### src/rtl/cpu_pkg.sv
// Shared widths and the loader FSM state type for the program-RAM UART loader.
package cpu_pkg;
  localparam int ADDR_W_DEF = 4;
  localparam int DATA_W_DEF = 8;

  typedef enum logic [2:0] {
    IDLE  = 3'd0,
    START = 3'd1,
    DATA  = 3'd2,
    STOP  = 3'd3,
    WRITE = 3'd4
  } loader_state_t;
endpackage

### src/rtl/uart_rx_core.sv
// 8N1 receiver: synchroniser, baud/bit counters, shift register; byte_valid/byte_ferr pulse at the stop-bit sample.
// No backpressure: a byte is offered once, one cycle before the WRITE state.
module uart_rx_core import cpu_pkg::*; #(
  parameter int CLKS_PER_BIT = 868,
  parameter int DATA_W       = DATA_W_DEF
) (
  input  logic              clk,
  input  logic              rst,
  input  logic              enable,
  input  logic              uart_rx,
  output logic              busy,
  output logic              byte_valid,
  output logic [DATA_W-1:0] byte_data,
  output logic              byte_ferr
);
  localparam int CNT_W = $clog2(CLKS_PER_BIT);
  localparam int BIT_W = $clog2(DATA_W);
  localparam logic [CNT_W-1:0] HALF_M1  = CNT_W'(CLKS_PER_BIT / 2 - 1);
  localparam logic [CNT_W-1:0] FULL_M1  = CNT_W'(CLKS_PER_BIT - 1);
  localparam logic [BIT_W-1:0] LAST_BIT = BIT_W'(DATA_W - 1);

  loader_state_t     state, state_nxt;
  logic              rx_meta, rx_sync;
  logic              armed;
  logic              tick;
  logic [CNT_W-1:0]  cnt;
  logic [BIT_W-1:0]  bit_idx;
  logic [DATA_W-1:0] shreg;

  always_ff @(posedge clk or posedge rst) begin
    if (rst) begin
      rx_meta <= 1'b1;
      rx_sync <= 1'b1;
    end else begin
      rx_meta <= uart_rx;
      rx_sync <= rx_meta;
    end
  end

  assign tick      = (state == START) ? (cnt == HALF_M1) : (cnt == FULL_M1);
  assign busy      = (state != IDLE);
  assign byte_data = shreg;

  always_ff @(posedge clk or posedge rst) begin
    if (rst) state <= IDLE;
    else     state <= state_nxt;
  end

  always_comb begin
    state_nxt  = state;
    byte_valid = 1'b0;
    byte_ferr  = 1'b0;
    case (state)
      IDLE:  if (armed && !rx_sync) state_nxt = START;
      START: if (tick) state_nxt = rx_sync ? IDLE : DATA;
      DATA:  if (tick && bit_idx == LAST_BIT) state_nxt = STOP;
      STOP: begin
        if (tick) begin
          if (rx_sync) begin
            state_nxt  = WRITE;
            byte_valid = 1'b1;
          end else begin
            state_nxt = IDLE;
            byte_ferr = 1'b1;
          end
        end
      end
      WRITE:   state_nxt = IDLE;
      default: state_nxt = IDLE;
    endcase
    if (!enable) begin
      state_nxt  = IDLE;
      byte_valid = 1'b0;
      byte_ferr  = 1'b0;
    end
  end

  // armed needs the line seen high in IDLE, so a held break or a mid-byte abort cannot re-trigger a start.
  always_ff @(posedge clk or posedge rst) begin
    if (rst) begin
      cnt     <= '0;
      bit_idx <= '0;
      shreg   <= '0;
      armed   <= 1'b0;
    end else begin
      if (state == IDLE || tick) cnt <= '0;
      else                       cnt <= cnt + 1'b1;
      if (state == IDLE) begin
        bit_idx <= '0;
      end else if (state == DATA && tick) begin
        shreg   <= {rx_sync, shreg[DATA_W-1:1]};
        bit_idx <= bit_idx + 1'b1;
      end
      if (!enable || byte_ferr)       armed <= 1'b0;
      else if (state == IDLE && rx_sync) armed <= 1'b1;
    end
  end
endmodule

### src/rtl/ram_program_loader.sv
// Writes each received UART byte into the program RAM at a wrapping address; ram_write 1 cycle after stop sample.
// No backpressure: the RAM accepts one write per byte; enable low drops partial bytes and clears counter/flags.
module ram_program_loader import cpu_pkg::*; #(
  parameter int CLKS_PER_BIT = 868,
  parameter int ADDR_W       = ADDR_W_DEF,
  parameter int DATA_W       = DATA_W_DEF
) (
  input  logic              clk,
  input  logic              rst,
  input  logic              enable,
  input  logic              uart_rx,
  output logic [ADDR_W-1:0] ram_address,
  output logic [DATA_W-1:0] ram_data,
  output logic              ram_write,
  output logic              busy,
  output logic              done,
  output logic              frame_error
);
  localparam logic [ADDR_W-1:0] LAST_ADDR = '1;

  logic              byte_valid;
  logic              byte_ferr;
  logic [DATA_W-1:0] byte_data;
  logic [ADDR_W-1:0] count;

  uart_rx_core #(
    .CLKS_PER_BIT(CLKS_PER_BIT),
    .DATA_W      (DATA_W)
  ) u_rx (
    .clk       (clk),
    .rst       (rst),
    .enable    (enable),
    .uart_rx   (uart_rx),
    .busy      (busy),
    .byte_valid(byte_valid),
    .byte_data (byte_data),
    .byte_ferr (byte_ferr)
  );

  // Address/data are captured on entry to WRITE so they hold until the next write,
  // while the counter advances only after the write cycle.
  always_ff @(posedge clk or posedge rst) begin
    if (rst) begin
      ram_address <= '0;
      ram_data    <= '0;
      ram_write   <= 1'b0;
      count       <= '0;
      done        <= 1'b0;
      frame_error <= 1'b0;
    end else begin
      ram_write <= byte_valid;
      if (byte_valid) begin
        ram_address <= count;
        ram_data    <= byte_data;
        if (count == LAST_ADDR) done <= 1'b1;
      end
      if (ram_write) count <= count + 1'b1;
      if (byte_ferr) frame_error <= 1'b1;
      if (!enable) begin
        ram_write   <= 1'b0;
        count       <= '0;
        done        <= 1'b0;
        frame_error <= 1'b0;
      end
    end
  end
endmodule

### config.mk
export PLATFORM = sky130hd
export DESIGN_NAME = ram_program_loader
export DESIGN_NICKNAME = d
export VERILOG_FILES = /design/src/rtl/cpu_pkg.sv /design/src/rtl/uart_rx_core.sv /design/src/rtl/ram_program_loader.sv
export SDC_FILE = /design/constraint.sdc
export NUM_CORES = 1
export LEC_CHECK = 0
export CAP_MARGIN = 20
export CORE_UTILIZATION = 56
export DETAILED_ROUTE_END_ITERATION = 16
export PLACE_DENSITY_LB_ADDON = 0.1
export SLEW_MARGIN = 20
export SYNTH_ARGS = -nofsm -noshare
export SYNTH_HDL_FRONTEND = slang
export SYNTH_SLANG_ARGS = --single-unit
export TNS_END_PERCENT = 5
### constraint.sdc
create_clock -name clk -period 2.6 [get_ports clk]
set_clock_uncertainty 0.15 [all_clocks]
set_input_delay 0.52 -clock clk [delete_from_list [all_inputs] [get_ports clk]]
set_output_delay 0.52 -clock clk [all_outputs]
set_load 0.05 [all_outputs]
==> reports/results.tsv <==
stage	metric	value	unit
sta	period utilization	0.956	
yosys	syn nets	171	
route	Antenna Nets Post-Route	0	
grt	global route overflow	0	
clock_network	# hold bufs at CTS	0	
floorplan	Core Box Area	3420	um^2
yosys	Yosys top cell area share	0.537	
yosys	synthesis warning total	0	
worst_setup_path	Worst EP required	1930	ps
yosys	Synth Register Bits	46	
cells_and_area	nets	196	
floorplan	DIE AREA	3910	um^2
sta	RSZ-0062 raised after global routing	false	
route	DR WL/cell	15.5	um
status	status	completed	
yosys	area of the mapped netlist	2050	um^2
sta	Slew Limit Fails	0	
floorplan	die width	62.5	um
yosys	Synth area leader	dfrtp_1	
place	Cell Area, Placed	2300	um^2
floorplan	I/O pin total	20	
worst_setup_path	crit-path max FO	9	
place	count of input and output buffers	19	
sta	max frequency	0.402	GHz
route	Detailed Route Iter0 Violations	42	
clock_network	CTS max path bufs	2	
grt	initial antenna violation count	0	
yosys	post-synthesis sequential area ratio	0.563	
grt	vias in the first global route	1371	
clock_network	worst skew pair latency	350	ps
worst_setup_path	CP Capture Type	output pin	
route	drt drc	0	
sta	Final Hold Fails	0	
grt	met2 usage	0.356	
run	maxcap violations	0	
worst_setup_path	Startpoint Class	flop	
cells_and_area	# fillers	262	
cells_and_area	antenna fix cells	0	
power	Lkg Pwr	1.15	nW
cells_and_area	Final Util	0.697	
min_path	Tightest Hold Check Type	reg2reg	
worst_setup_path	crit path max-delay cell type	dfrtp_1	
cells_and_area	final instance area	2380	um^2
grt	most used routing layer in global routing	met2	
route	Detailed Routing Iterations Pass 1	4	
clock_network	CTS sink cnt	46	
clock_network	Clock Tree Root	clkbuf_4	
route	via count	1282	
worst_setup_path	FF-to-FF path depth	5	
floorplan	initial core utilization	0.600	
sta	worst slew pin tran	604	ps
yosys	Yosys cell types	36	
cells_and_area	layout cell share with drive strength beyond 1	0.202	
yosys	Synth area leaders	dfrtp_1, mux2_4, mux2_2	
grt	GRT Overall Usage	0.223	
clock_network	CTS tree	built	
worst_setup_path	worst path cell trace	nor3_1 -> inv_1 -> dlygate4sd2_1	
route	post-DR vias/cell	5.48	
grt	first-pass GRT wire length	6700	um
sta	Setup TNS Final	0	ps
yosys	Gate Count Post-Synth	163	
place	GP Congestion	0.782	
clock_network	Num CTS Buffers	5	
clock_network	H-tree lvl count	2	
worst_setup_path	critical path type	reg2out	
floorplan	chip height	62.5	um
grt	met1 usage	0.300	
grt	met3 global-route usage	0.0456	
power	Max rail drop VDD	0.000423	V
worst_setup_path	max incr delay on CP	490	ps
sta	Slew HR	0.595	
worst_setup_path	Crit path arrival time	1820	ps
floorplan	Core Rows	21	
yosys	Avg Synthesized Cell Area	12.6	um^2
sta	Tmin final	2490	ps
power	PD cells	514	nW/um^2
clock_network	Worst-path clk slew	130	ps
route	Post-Route WL	3640	um
cells_and_area	Area growth syn-to-layout	16.2	%
grt	largest net degree at the start of global routing	47	
sta	setup violators final	0	
min_path	cell depth of the worst hold path	0	
place	dpl hpwl	2570	um
-- synthesized netlist by cell type, drive strengths merged --
cell type  count
dfstp          2
dfrtp         44
and4           1
nand4          6
o21ai          2
a31oi          1
nor2          16
and2           3
mux2          21
a21boi         2
nand2b         1
inv            7
buf            4
ha             4
xor2           8
nand3          4
clkbuf         1
and3           2
nor2b          1
nor4           1
and4bb         2
o31a           1
and4b          1
or3            1
nand3b         1
xnor2          3
nor3b          1
nand2         10
mux2i          7
o21a           3
nor3           1
and3b          1
-- path summary, 6_finish.rpt --
check / from / to / slack [ps]
max: u_rx.state[0]$_DFFE_PP0P_ / busy / 110
min: u_rx.rx_meta$_DFF_PP1_ / u_rx.rx_sync$_DFF_PP1_ / 210
max reg2reg: u_rx.state[0]$_DFFE_PP0P_ / ram_address[0]$_DFFE_PP0P_ / 360
min reg2reg: u_rx.rx_meta$_DFF_PP1_ / u_rx.rx_sync$_DFF_PP1_ / 210
max in group asynchronous: rst / u_rx.rx_sync$_DFF_PP1_ / 1450
min in group asynchronous: rst / ram_address[1]$_DFFE_PP0P_ / 450
-- cell usage in the layout (no fill, tap or decap), types with 2 or more instances in the layout --
cell,synthesis,layout
o21a_1,3,3
and2_1,3,3
buf_4,1,4
and3_1,2,2
dfrtp_1,44,44
clkbuf_4,0,5
dfstp_2,2,2
clkdlybuf4s50_1,0,18
a21boi_0,2,2
ha_1,4,4
mux2_4,9,9
nand3_1,4,4
xnor2_1,3,3
nor2_1,16,16
and4bb_2,2,2
nand2_1,10,10
mux2_2,12,12
xor2_1,8,8
inv_1,7,6
nand4_1,6,6
mux2i_1,7,7
-- per-stage QoR --
| stage | cells | hold WS, ps | setup WS (ps) | power [W] |
|---|---|---|---|---|
| final | 234 | 214 | 115 | 0.00122 |
| after CTS | 234 | 214 | 106 | 0.00124 |
| after global placement | 227 | 197 | 317 | 0.000799 |
| after floorplan | 163 | 195 | 578 | 0.000781 |
| after global routing | 234 | 217 | 25.6 | 0.00128 |
| after detailed placement | 227 | 197 | 244 | 0.000802 |
-- where the power goes --
group          leakage [nW]  switching, W  internal [W]  total (W)
registers             0.634    0.00000916      0.000723   0.000732
clock network        0.0443      0.000214      0.000224   0.000438
logic                 0.473     0.0000365     0.0000177  0.0000542
total                  1.15      0.000260      0.000964    0.00122
-- area by class of cell --
class	instances	area (um^2)	share of cell area
flip-flops and latches	46	1150	0.484
multi-input cells	105	845	0.355
repair buffers	23	219	0.0919
well taps	46	57.6	0.0242
clock buffers	6	51.3	0.0215
clock inverters	1	30.0	0.0126
inverters	7	26.3	0.0110
-- per-layer routing --
metal / share of wire / wire (um) / up-vias
li1: - / - / 606
met1: 0.44 / 1620 / 640
met2: 0.50 / 1810 / 29
met3: 0.040 / 146 / 7
met4: 0.016 / 58 / 0
met5: 0 / 0 / -
-- state kept, by name (all words and copies together) (netlist names), 3 cells and up --
signal / cells
count: 4
ram_address: 4
ram_data: 8
u_rx.bit_idx: 3
u_rx.byte_data: 8
u_rx.cnt: 10
u_rx.state: 3
-- critical path: cells and delay by family, from the launching register on --
family	cells	cell delay, ps
flops	1	490
simple gates	1	350
buf+inv	2	630
-- timing repair --
item                                    CTS  global route
setup buffers                             0             0
resized for setup                         1             0
endpoints found under the setup margin    1             0
-- cell families after synthesis --
kind of cell,Yosys count,share of synthesized area
compound gates,9,0.0305
flops,46,0.563
mux,28,0.166
buf+inv,12,0.0287
fa+ha+maj,4,0.0244
xor+xnor,11,0.0470
simple gates,53,0.141
Power figures use the tool's default switching activity.
==> patch 1: new RTL, same settings <==
Make the reset (`rst`) synchronous in 4 clocked blocks.
--- a/src/rtl/uart_rx_core.sv
+++ b/src/rtl/uart_rx_core.sv
@@ -28,5 +28,5 @@
   logic [DATA_W-1:0] shreg;
 
-  always_ff @(posedge clk or posedge rst) begin
+  always_ff @(posedge clk) begin
     if (rst) begin
       rx_meta <= 1'b1;
@@ -42,5 +42,5 @@
   assign byte_data = shreg;
 
-  always_ff @(posedge clk or posedge rst) begin
+  always_ff @(posedge clk) begin
     if (rst) state <= IDLE;
     else     state <= state_nxt;
@@ -77,5 +77,5 @@
 
   // armed needs the line seen high in IDLE, so a held break or a mid-byte abort cannot re-trigger a start.
-  always_ff @(posedge clk or posedge rst) begin
+  always_ff @(posedge clk) begin
     if (rst) begin
       cnt     <= '0;
--- a/src/rtl/ram_program_loader.sv
+++ b/src/rtl/ram_program_loader.sv
@@ -40,5 +40,5 @@
   // Address/data are captured on entry to WRITE so they hold until the next write,
   // while the counter advances only after the write cycle.
-  always_ff @(posedge clk or posedge rst) begin
+  always_ff @(posedge clk) begin
     if (rst) begin
       ram_address <= '0;
Formal check against the unedited RTL: differs if rst is asserted again (counterexample within 4 cycles, from zero or initial values and one cycle with rst high); with rst held inactive, the same outputs for 10 cycles.
==> patch 1 against the unedited design <==
Routed wire length grew 16%; non-clock buffer count grew 1; sequential cell count is the same; synthesized area shrank 0.37%; clock power is essentially flat; cell count grew 21%; critical path depth shrank 2; via count grew 31%; total power shrank 3.9%; design area shrank 2.0%; worst setup slack gained 130 ps; critical path type unchanged; highest routed layer unchanged.
==> patch 1: results (changes against the unedited design) <==
* Run status: completed
* Compound-Gate Fraction of Synth Area at 12.4% (+9.3 points)
* Leak at 0.780 nW (-32%)
* Fillers at 276 (+5.3%)
* CP max-delay cell: clkdlybuf4s50_1
* Power Total at 0.00118 W (-3.9%)
* Yosys top cell area share at 45.1% (-8.6 points)
* HPWL after detailed placement at 3.01 mm (+17%)
* Final nets at 244 (+24%)
* Clock Latency Late Sink at 370 ps (+20 ps)
* Mux contribution to synthesized area at 5.39% (-11 points)
* Rel. slew slack at 66.1% (+6.6 points)
* HP Start: u_rx.rx_meta
* M1 WL at 2.01 mm (+24%)
* Clock Power at 0.000437 W (about the same)
* FF-to-FF Start: u_rx.cnt[0]
* Dominant cells by area after synthesis: dfxtp_1 45%, mux2i_1 5.4%, nand4_1 5.2%
* Largest net degree at the start of global routing at 22 (-53%)
* Post-CTS sizing at 2 (+1)
* Gpl congestion at 0.821 (+4.9%)
* Post-synthesis cell count at 218 (+34%)
* Slowest stage delay, CP at 840 ps (+350 ps)
* Met3 WL post-DR at 144 um (-1.4%)
* DRT iter0 DRCs at 159 (+280%)
* Xor and xnor fraction of the mapped netlist area at 5.14% (+0.45 points)
* Area added between synthesis and finish at 14.3%
* Sw Pwr at 0.000255 W (-1.8%)
* Metal2 WL at 2.02 mm (+11%)
* Clock slew at reported path FFs at 150 ps (+20 ps)
* Maximum VDD drop at 0.469 mV (+11%)
* Routed vias/inst at 5.95 (+8.6%)
* Via count at 1,684 (+31%)
* Ys async rst share at 0% (-100 points)
* Total wire length at 4.23 mm (+16%)
* Placed cell area at 2250 sq um (-2.3%)
* First-pass GRT wire length at 7.16 mm (+6.8%)
* CP Max Fanout at 5 (-4)
* Vias in the first global route at 1,531 (+12%)
==> patch 1: cell families after synthesis <==
kind of cell / after synthesis
simple gates: 90
flops: 46
compound gates: 38
buf+inv: 17
xor+xnor: 12
mux: 11
fa+ha+maj: 4
==> patch 1: area by class of cell <==
class | instances | share of cell area (%)
inverter | 4 | 0.643
tap | 46 | 2.47
multi-input combinational | 155 | 44.3
timing repair buffer | 24 | 9.70
clock inverter | 3 | 1.88
sequential | 46 | 39.4
clock buffer | 5 | 1.61
==> patch 1: path summary, 6_finish.rpt <==
check | endpoint | slack [ps] | depth (start not counted)
hold reg to reg | u_rx.rx_sync | 280 | 1
hold / removal | u_rx.rx_sync | 280 | 1
setup / recovery | ram_write | 240 | 1
setup reg to reg | u_rx.state[0] | 390 | 4
==> patch 1: per-layer routing <==
metal	GRT usage, %	vias to the layer above
li1	-	828
met1	29.9	817
met2	37.0	31
met3	5.29	8
met4	8.43	0
met5	0	-
==> patch 2: new RTL, same settings <==
Without the edit above. Set the package constant `ADDR_W_DEF` to 3 (it was 4).
--- a/src/rtl/cpu_pkg.sv
+++ b/src/rtl/cpu_pkg.sv
@@ -1,5 +1,5 @@
 // Shared widths and the loader FSM state type for the program-RAM UART loader.
 package cpu_pkg;
-  localparam int ADDR_W_DEF = 4;
+  localparam int ADDR_W_DEF = 3;
   localparam int DATA_W_DEF = 8;
 
Interface: changed (resized ram_address); port bits go from 20 to 19. The function was not compared with the original's and may differ.
==> patch 2 against the unedited design <==
Total power decreased by 5.1%; design area decreased by 1.8%; critical path type unchanged; synthesized cell count decreased by 3.1%; largest cell class unchanged; routed wire length decreased by 8.6%; sequential cell count decreased by 2; sequential power decreased by 4.8%; count of clock-buffer cells in the layout decreased by 1; worst setup slack improved by 140 ps; synthesized area increased by 0.18%.
==> patch 2: results (changes against the unedited design) <==
* Placed cell area at 2260 sq um (-1.8%)
* Yosys warns at 0 (unchanged)
* Port Buffers at 18 (-1)
* Seq. pwr at 0.000697 W (-4.8%)
* Post-route cell area at 2340 sq um (-1.8%)
* Max reg flops at 10 (unchanged)
* Seq/Total Area, Yosys at 53.7% (-2.5 points)
* Synth cell count leaders: 42 x dfrtp_1, 17 x mux2_4, 14 x nor2_1
* Multi-input gates at 102 (-2.9%)
* Setup bufs post-CTS at 0 (unchanged)
* Clock Latency Late Sink at 360 ps
* Library cells used by synthesis at 39 (+8.3%)
* Syn_nets at 167 (-2.3%)
* Leak at 1.16 nW (+0.57%)
* Non-clock buffers at 21 (-8.7%)
* Clk cell area share at 3.42% (+0.0086 points)
* Maximum VDD drop at 0.276 mV (-35%)
* Clkbuf count at 5 (-1)
* Share of cells above drive strength 1 at 21.5% (+1.3 points)
* Largest net degree at the start of global routing at 45 (-4.3%)
* Gpl congestion at 0.839 (+7.2%)
* Via count at 1,243 (-3.0%)
* Area of the multi-input gates at 875 sq um (+3.6%)
* Total wire length at 3.33 mm (-8.6%)
* All-layer global routing usage at 19.8% (-2.5 points)
* Root Driver: clkbuf_4
* Inst Count DP at 219 (-3.5%)
* Ys async rst share at 100% (unchanged)
* Area added between synthesis and finish at 13.9%
* P_int at 0.000907 W (-5.9%)
* Slowest stage delay, CP at 480 ps
* Inverters at 6 (-1)
* Vias in the first global route at 1,332 (-2.8%)
* Worst slew pin tran at 523 ps (-80.9 ps)
* Dominant cells by area after synthesis: dfrtp_1 51%, mux2_4 12%, ha_1 3.0%
* Mux contribution to synthesized area at 16.5% (-0.091 points)
* PD cells at 497 nW/um^2 (-3.4%)
* Pre-CTS setup slack at 383 ps (+139 ps)
* Crit path arrival time at 1680 ps (-140 ps)
* Comb power at 0.0000462 W (-15%)
* Final nets at 189 (-3.6%)
* HPWL after detailed placement at 2.33 mm (-9.3%)
* First-pass GRT wire length at 5.94 mm (-11%)
* Compound-Gate Fraction of Synth Area at 3.90% (+0.85 points)
* Xor and xnor fraction of the mapped netlist area at 3.84% (-0.86 points)
* Run status: completed
* Adder-Cell Fraction of Synth Area at 3.05% (+0.60 points)
* NonClk Buf Share at 8.61% (-0.58 points)
* Fillers at 263 (+0.38%)
* Routed vias/inst at 5.48 (about the same)
* Hold Crit Class: reg2reg
* FF+latch area at 1100 sq um (-4.3%)
* DRT iter0 DRCs at 91 (+120%)
* Post-synthesis cell count at 158 (-3.1%)
* Num sequential at 44 (-4.3%)
[patch 2: path summary, 6_finish.rpt]
kind                       cells past startpoint                end           from  slack [ps]
setup reg to reg                               4  u_rx.byte_data[5]    u_rx.cnt[6]         530
hold reg to reg                                0       u_rx.rx_sync   u_rx.rx_meta         210
min in group asynchronous                      3        ram_data[0]            rst         430
hold / removal                                 0       u_rx.rx_sync   u_rx.rx_meta         210
setup / recovery                               3               busy  u_rx.state[0]         250
max in group asynchronous                      3       u_rx.rx_sync            rst        1490
[patch 2: per-layer routing]
metal  wire, um  up-vias  part of all wire (%)  global-route usage, %
li1           -      587                     -                      -
met2       1620       20                    49                   31.3
met1       1530      629                    46                   25.6
met5          0        -                     0                      0
met4         72        0                   2.2                   10.8
met3        101        7                   3.0                   4.01
[patch 2: cell families after synthesis]
kind of cell | after synthesis
simple gates | 52
flops | 44
mux | 25
buf+inv | 12
compound gates | 11
xor+xnor | 9
fa+ha+maj | 5
